<file path="src/rtl/tone_pkg.sv">
// Shared types and constants for the key-to-tone arbiter: FSM states,
// half-period table, counter width and key index type.
`default_nettype none

package tone_pkg;

  localparam int MAX_KEYS = 8;
  localparam int CNT_W    = 18;

  typedef logic [2:0]                key_idx_t;
  typedef logic [CNT_W-1:0]          half_t;
  typedef half_t [MAX_KEYS-1:0]      half_tbl_t;

  // Half-period of each note in 100 MHz cycles; element 0 is C4, element 7 is C5.
  localparam half_tbl_t HALF_PERIOD = {
    18'd95557,  18'd101238, 18'd113636, 18'd127551,
    18'd143172, 18'd151685, 18'd170262, 18'd191113
  };

  typedef enum logic [2:0] {
    IDLE   = 3'd0,
    LOAD   = 3'd1,
    PLAY   = 3'd2,
    SWITCH = 3'd3,
    DRAIN  = 3'd4
  } state_t;

  function automatic key_idx_t lowest_idx(input logic [MAX_KEYS-1:0] v);
    lowest_idx = '0;
    for (int i = MAX_KEYS - 1; i >= 0; i--) begin
      if (v[i]) lowest_idx = key_idx_t'(i);
    end
  endfunction

endpackage

`default_nettype wire

</file>
<file path="src/rtl/key_tone_arbiter_if.sv">
// Key inputs, mute control and tone outputs of the key-to-tone arbiter.
`default_nettype none

interface key_tone_arbiter_if
  import tone_pkg::*;
#(
  parameter int NUM_KEYS = 8
);

  logic [NUM_KEYS-1:0] keys;
  logic                enable;
  logic                speaker;
  key_idx_t            active_key;
  logic                active_valid;

  modport master (
    output keys, enable,
    input  speaker, active_key, active_valid
  );

  modport slave (
    input  keys, enable,
    output speaker, active_key, active_valid
  );

endinterface

`default_nettype wire

</file>
<file path="src/rtl/key_debounce.sv">
// Two-flop synchronizer plus debouncer for one key; emits one-cycle press and
// release pulses coincident with the clean-state update.
`default_nettype none

module key_debounce #(
  parameter int DEBOUNCE_CYCLES = 1_000_000
) (
  input  logic clk,
  input  logic rst,
  input  logic key_i,
  output logic clean_o,
  output logic press_o,
  output logic release_o
);

  localparam int CNT_W = (DEBOUNCE_CYCLES > 1) ? $clog2(DEBOUNCE_CYCLES) : 1;
  localparam logic [CNT_W-1:0] CNT_LAST = CNT_W'(DEBOUNCE_CYCLES - 1);

  logic             sync1_q;
  logic             sync2_q;
  logic             clean_q;
  logic             press_q;
  logic             release_q;
  logic [CNT_W-1:0] cnt_q;

  always_ff @(posedge clk or posedge rst) begin
    if (rst) begin
      sync1_q   <= 1'b0;
      sync2_q   <= 1'b0;
      clean_q   <= 1'b0;
      press_q   <= 1'b0;
      release_q <= 1'b0;
      cnt_q     <= '0;
    end else begin
      sync1_q   <= key_i;
      sync2_q   <= sync1_q;
      press_q   <= 1'b0;
      release_q <= 1'b0;
      // Any cycle where the input agrees with the clean state restarts the count.
      if (sync2_q != clean_q) begin
        if (cnt_q == CNT_LAST) begin
          clean_q   <= sync2_q;
          press_q   <= sync2_q;
          release_q <= ~sync2_q;
          cnt_q     <= '0;
        end else begin
          cnt_q <= cnt_q + CNT_W'(1);
        end
      end else begin
        cnt_q <= '0;
      end
    end
  end

  assign clean_o   = clean_q;
  assign press_o   = press_q;
  assign release_o = release_q;

endmodule

`default_nettype wire

</file>
<file path="src/rtl/key_tone_arbiter.sv">
// Last-press-wins arbiter sharing one square-wave tone generator among
// debounced keys; note changes and stops only happen on a falling edge.
`default_nettype none

module key_tone_arbiter
  import tone_pkg::*;
#(
  parameter int        NUM_KEYS        = 8,
  parameter int        DEBOUNCE_CYCLES = 1_000_000,
  parameter half_tbl_t HALF_PERIOD_TBL = HALF_PERIOD
) (
  input  logic               clk,
  input  logic               rst,
  key_tone_arbiter_if.slave  tone_if
);

  logic [MAX_KEYS-1:0] clean_w;
  logic [MAX_KEYS-1:0] press_w;
  logic [MAX_KEYS-1:0] release_w;

  generate
    for (genvar i = 0; i < MAX_KEYS; i++) begin : g_key
      if (i < NUM_KEYS) begin : g_used
        key_debounce #(
          .DEBOUNCE_CYCLES (DEBOUNCE_CYCLES)
        ) u_key_debounce (
          .clk       (clk),
          .rst       (rst),
          .key_i     (tone_if.keys[i]),
          .clean_o   (clean_w[i]),
          .press_o   (press_w[i]),
          .release_o (release_w[i])
        );
      end else begin : g_unused
        assign clean_w[i]   = 1'b0;
        assign press_w[i]   = 1'b0;
        assign release_w[i] = 1'b0;
      end
    end
  endgenerate

  key_idx_t req_q;
  key_idx_t req_d;

  // A press always wins over a same-cycle release of the requested key.
  always_comb begin
    req_d = req_q;
    if (|press_w) begin
      req_d = lowest_idx(press_w);
    end else if (release_w[req_q] && (|clean_w)) begin
      req_d = lowest_idx(clean_w);
    end
  end

  always_ff @(posedge clk or posedge rst) begin
    if (rst) req_q <= '0;
    else     req_q <= req_d;
  end

  state_t   state_q;
  half_t    cnt_q;
  logic     speaker_q;
  key_idx_t active_key_q;
  logic     active_valid_q;

  logic  held_w;
  logic  stop_w;
  logic  new_press_w;
  logic  zero_w;
  logic  fall_w;
  half_t tick_cnt_w;
  logic  tick_spk_w;

  assign held_w      = |clean_w;
  assign stop_w      = !held_w || !tone_if.enable;
  assign new_press_w = (|press_w) && tone_if.enable;
  assign zero_w      = (cnt_q == '0);
  assign fall_w      = zero_w && speaker_q;
  assign tick_cnt_w  = zero_w ? (HALF_PERIOD_TBL[active_key_q] - half_t'(1)) : (cnt_q - half_t'(1));
  assign tick_spk_w  = zero_w ? ~speaker_q : speaker_q;

  always_ff @(posedge clk or posedge rst) begin
    if (rst) begin
      state_q        <= IDLE;
      cnt_q          <= '0;
      speaker_q      <= 1'b0;
      active_key_q   <= '0;
      active_valid_q <= 1'b0;
    end else begin
      case (state_q)
        IDLE: begin
          speaker_q      <= 1'b0;
          active_valid_q <= 1'b0;
          cnt_q          <= '0;
          if (held_w && tone_if.enable) state_q <= LOAD;
        end
        LOAD: begin
          active_key_q   <= req_q;
          cnt_q          <= HALF_PERIOD_TBL[req_q] - half_t'(1);
          active_valid_q <= 1'b1;
          state_q        <= PLAY;
        end
        PLAY: begin
          cnt_q     <= tick_cnt_w;
          speaker_q <= tick_spk_w;
          if (stop_w)                     state_q <= DRAIN;
          else if (req_q != active_key_q) state_q <= SWITCH;
        end
        SWITCH: begin
          cnt_q     <= tick_cnt_w;
          speaker_q <= tick_spk_w;
          if (fall_w) begin
            if (stop_w) begin
              active_valid_q <= 1'b0;
              state_q        <= IDLE;
            end else begin
              state_q <= LOAD;
            end
          end else if (stop_w) begin
            state_q <= DRAIN;
          end
        end
        DRAIN: begin
          cnt_q     <= tick_cnt_w;
          speaker_q <= tick_spk_w;
          if (fall_w) begin
            if (new_press_w) begin
              state_q <= LOAD;
            end else begin
              active_valid_q <= 1'b0;
              state_q        <= IDLE;
            end
          end else if (new_press_w) begin
            state_q <= SWITCH;
          end
        end
        default: begin
          speaker_q      <= 1'b0;
          active_valid_q <= 1'b0;
          state_q        <= IDLE;
        end
      endcase
    end
  end

  assign tone_if.speaker      = speaker_q;
  assign tone_if.active_key   = active_key_q;
  assign tone_if.active_valid = active_valid_q;

endmodule

`default_nettype wire

</file>
<file path="src/flat_wrapper.sv">
// flat-port wrapper written by rule: the top's interface ports become plain ports
module key_tone_arbiter_flat import tone_pkg::*;
#(
  parameter int        NUM_KEYS        = 8,
  parameter int        DEBOUNCE_CYCLES = 1_000_000,
  parameter half_tbl_t HALF_PERIOD_TBL = HALF_PERIOD
)
  (clk, rst, tone_if_keys, tone_if_enable, tone_if_speaker, tone_if_active_key, tone_if_active_valid);
  key_tone_arbiter_if #(.NUM_KEYS(NUM_KEYS)) tone_if_i ();
  input  logic clk;
  input  logic rst;
  input wire logic [$bits(tone_if_i.keys)-1:0] tone_if_keys;
  input wire logic [$bits(tone_if_i.enable)-1:0] tone_if_enable;
  output wire logic [$bits(tone_if_i.speaker)-1:0] tone_if_speaker;
  output wire logic [$bits(tone_if_i.active_key)-1:0] tone_if_active_key;
  output wire logic [$bits(tone_if_i.active_valid)-1:0] tone_if_active_valid;
  assign tone_if_i.keys = tone_if_keys;
  assign tone_if_i.enable = tone_if_enable;
  assign tone_if_speaker = tone_if_i.speaker;
  assign tone_if_active_key = tone_if_i.active_key;
  assign tone_if_active_valid = tone_if_i.active_valid;
  key_tone_arbiter #(.NUM_KEYS(NUM_KEYS), .DEBOUNCE_CYCLES(DEBOUNCE_CYCLES), .HALF_PERIOD_TBL(HALF_PERIOD_TBL)) u_core (.clk(clk), .rst(rst), .tone_if(tone_if_i));
endmodule
</file>
<file path="config.mk">
export PLATFORM = sky130hd
export DESIGN_NAME = key_tone_arbiter_flat
export DESIGN_NICKNAME = d
export VERILOG_FILES = /design/src/rtl/tone_pkg.sv /design/src/rtl/key_tone_arbiter_if.sv /design/src/rtl/key_debounce.sv /design/src/rtl/key_tone_arbiter.sv /design/src/flat_wrapper.sv
export SDC_FILE = /design/constraint.sdc
export NUM_CORES = 1
export LEC_CHECK = 0
export ABC_AREA = 0
export BUFFER_PORTS_ARGS = -buffer_cell sky130_fd_sc_hd__buf_2
export CORE_MARGIN = 2
export CORE_UTILIZATION = 40
export CTS_CLUSTER_SIZE = 16
export DETAILED_ROUTE_END_ITERATION = 8
export HOLD_SLACK_MARGIN = 0.15
export PLACE_DENSITY = 0.57
export SYNTH_ARGS = -nofsm -noshare
export SYNTH_HDL_FRONTEND = slang
export SYNTH_SLANG_ARGS = --single-unit
export TNS_END_PERCENT = 5
</file>
<file path="constraint.sdc">
create_clock -name clk -period 12.1 [get_ports clk]
set_input_delay 1.21 -clock clk [delete_from_list [all_inputs] [get_ports clk]]
set_output_delay 1.21 -clock clk [all_outputs]
set_load 0.02 [all_outputs]
</file>
==> impl_metrics.yaml <==
pwr:
  vdd_drop_max_mv: 0.1005
  power_per_cell_area_mw_per_mm2: 130.0
  power_mw: 1.659
  p_leak_nw: 5.545
yosys:
  yosysSeqAreaShare: 0.5038
  synth_top_area_cell: "dfrtp_1"
  synth_most_common_cell: "dfrtp_1"
  synth_edf_count: 0
  synth_area_leaders: "dfrtp_1, xor2_1, nor2_1"
  yosysUniqueCellTypes: 72
  syn_nets: 1194
  async_flop_share: 1.000
  ys_warn_count: 0
  synthTopCellsByCount: "dfrtp_1, nor2_1, nand2_1"
  syn_area_mm2: 0.01137
  synthCells: 1164
  synth_top_area_share: 0.5038
  ys_ff_latch: 229
  syn_area_per_cell_um2: 9.772
  dominantRegCellSynth: "dfrtp_1"
cells_and_area:
  nets: 1215
  fin_util: 0.4582
  fillers: 2636
  register_area_mm2: 0.005731
  drive_gt1_frac: 0.07060
  syn2layout_area_growth_pct: 12.22
  multiInputGateArea_mm2: 0.005443
  antenna_cells: 0
  design_area_mm2: 0.01276
cts:
  clock_sinks: 229
  cts_buffer_depth: 3
  clk_pin_slew_ns: 0.06
  root_buffer: "clkbuf_16"
  cts_buffers: 27
  ctsHtreeMaxLevel: 1
  cts-hold-fix-buffers: 0
  cts_setup_buffers: 0
  cts_tree: "built"
  cts_resized: 0
  worst_skew_pair.late_latency_ns: 0.54
routing:
  vias: 8227
  drc: 0
  wl_per_cell_um: 14.49
  ant_nets: 0
  viasPerCell: 5.200
  drt_iter0_drc: 480
  drt-pass1-iter-count: 6
  totalWireLength_um: 22930
die:
  coreArea_mm2: 0.02786
  die_area_mm2: 0.02980
  die_y_um: 172.6
  row_count: 61
  die_w_um: 172.6
  initial_core_util: 0.4083
  num_io_pins: 16
outcome:
  status: "finished clean"
setup_path:
  required_ns: 12.48
  end_kind: "flop"
  path_cells: "inv_1, ha_1, nor3b_1, o211ai_1, o21ai_1, ha_1, nand2b_1, nor3_1, o211ai_1, or4b_1, nor4_1, xnor2_1, o21ai_0"
  arrival_ns: 4.31
  slowest_stage: "or4b_1"
  criticalPathCategory: "flop to flop"
  cp-start-kind: "flop"
  crit_path_max_incr_delay_ns: 0.68
  crit_fanout: 10
place:
  numPortBuffers: 15
  placed_area_mm2: 0.01184
  routabilityCongestion: 0.8850
  place_hpwl_um: 15490
grt:
  overflow: 0
  grt_pass1_wl_um: 40030
  antenna_found_initial: 0
  grt_pass1_vias: 8103
  grt_max_degree: 82
  grt_use_met3: 0.02155
  top_usage_layer: "met2"
  grt_util_all_layers: 0.1566
  grt_use_met2: 0.2431
  use_met1: 0.2252
min_path:
  hold_class: "flop to flop"
sta:
  final-setup-viol-count: 0
  tightest_slew_ns: 1.021
  hold_ws_ns: 0.3465
  slew_headroom: 0.3193
  slew_viol_final: 0
  rsz0062_at_grt: "no"
  fmax_mhz: 254.4
  tns_ns: 0
  skew_ns: 0.009462
  min_period_ns: 3.931
  finalHoldViolCount: 0
  period_share: 0.3249
run:
  drv_cap: 0
metal layers:
layer  wire length (µm)  vias to the layer above
met3                900                       49
met2              10200                      128
met4                631                        0
met5                  0                        -
met1              11200                     3963
li1                   -                     4087
metrics by stage:
stage	worst slack (ns)	instances
floorplan	4.614	1164
global route	7.805	1582
CTS	8.171	1582
detailed placement	8.187	1534
global placement	8.249	1534
finish	8.169	1582
report_power, final:
part	switching, mW	internal [mW]
combinational	0.0276	0.00890
clock	0.318	0.521
sequential	0.00783	0.775
cell type report:
type                       instances  share of cell area
multi-input combinational        886              0.4264
timing repair buffer              18            0.007646
sequential                       229              0.4489
tap                              378             0.03705
clock inverter                     8            0.009606
clock buffer                      40             0.06303
inverter                          23            0.007352
placed cells by master (no fill, tap or decap), types with 19 or more instances in the layout:
| master | n |
|---|---|
| a21oi_1 | 34 |
| and3_1 | 51 |
| clkbuf_16 | 27 |
| dfrtp_1 | 229 |
| ha_1 | 19 |
| inv_1 | 22 |
| nand2_1 | 96 |
| nand3_1 | 89 |
| nor2_1 | 191 |
| o21ai_0 | 42 |
| xnor2_1 | 63 |
| xor2_1 | 90 |
critical path, delay by kind of cell, from the launching register on:
| kind | cells | cell delay [ns] |
|---|---|---|
| buffers and inverters | 1 | 0.18 |
| xor gates and xnor gates | 1 | 0.16 |
| adders and majority gates | 2 | 0.53 |
| DFF | 1 | 0.58 |
| and+or+nand+nor | 5 | 1.55 |
| AOI/OAI and AO/OA | 4 | 0.77 |
flip-flops by register name (all words and copies together) (netlist names):
signal,cells
u_core.tone_if.active_valid,1
u_core.req_q,3
u_core.g_key.g_used.u_key_debounce.clean_o,8
u_core.tone_if.speaker,1
u_core.state_q,3
u_core.g_key.g_used.u_key_debounce.press_o,8
u_core.g_key.g_used.u_key_debounce.sync1_q,8
u_core.cnt_q,18
u_core.g_key.g_used.u_key_debounce.release_o,8
u_core.tone_if.active_key,3
u_core.g_key.g_used.u_key_debounce.cnt_q,160
u_core.g_key.g_used.u_key_debounce.sync2_q,8
path summary, 6_finish.rpt:
path                                                                from                                         endpoint  depth (start not counted)  slack, ns
max                                                      u_core.req_q[0]                                 u_core.cnt_q[12]                         13       8.17
min                        u_core.g_key[5].g_used.u_key_debounce.sync1_q    u_core.g_key[5].g_used.u_key_debounce.sync2_q                          0       0.35
max reg2reg                                              u_core.req_q[0]                                 u_core.cnt_q[12]                         13       8.17
min reg2reg                u_core.g_key[5].g_used.u_key_debounce.sync1_q    u_core.g_key[5].g_used.u_key_debounce.sync2_q                          0       0.35
max in group asynchronous                                            rst                                  u_core.cnt_q[5]                          4       9.10
min in group asynchronous                                            rst  u_core.g_key[3].g_used.u_key_debounce.cnt_q[14]                          2       0.70
logic make-up (layout without fill, tap and decap cells):
| kind of cell | count (synthesis) | count (layout) | share of synthesized area |
|---|---|---|---|
| fa+ha+maj | 19 | 19 | 0.02090 |
| compound gates | 134 | 134 | 0.07535 |
| buf+inv | 49 | 89 | 0.01793 |
| simple gates | 567 | 567 | 0.2497 |
| mux | 13 | 13 | 0.01452 |
| flops | 229 | 229 | 0.5038 |
| xor+xnor | 153 | 153 | 0.1178 |
Note: power is estimated with default switching activity, not from simulation.
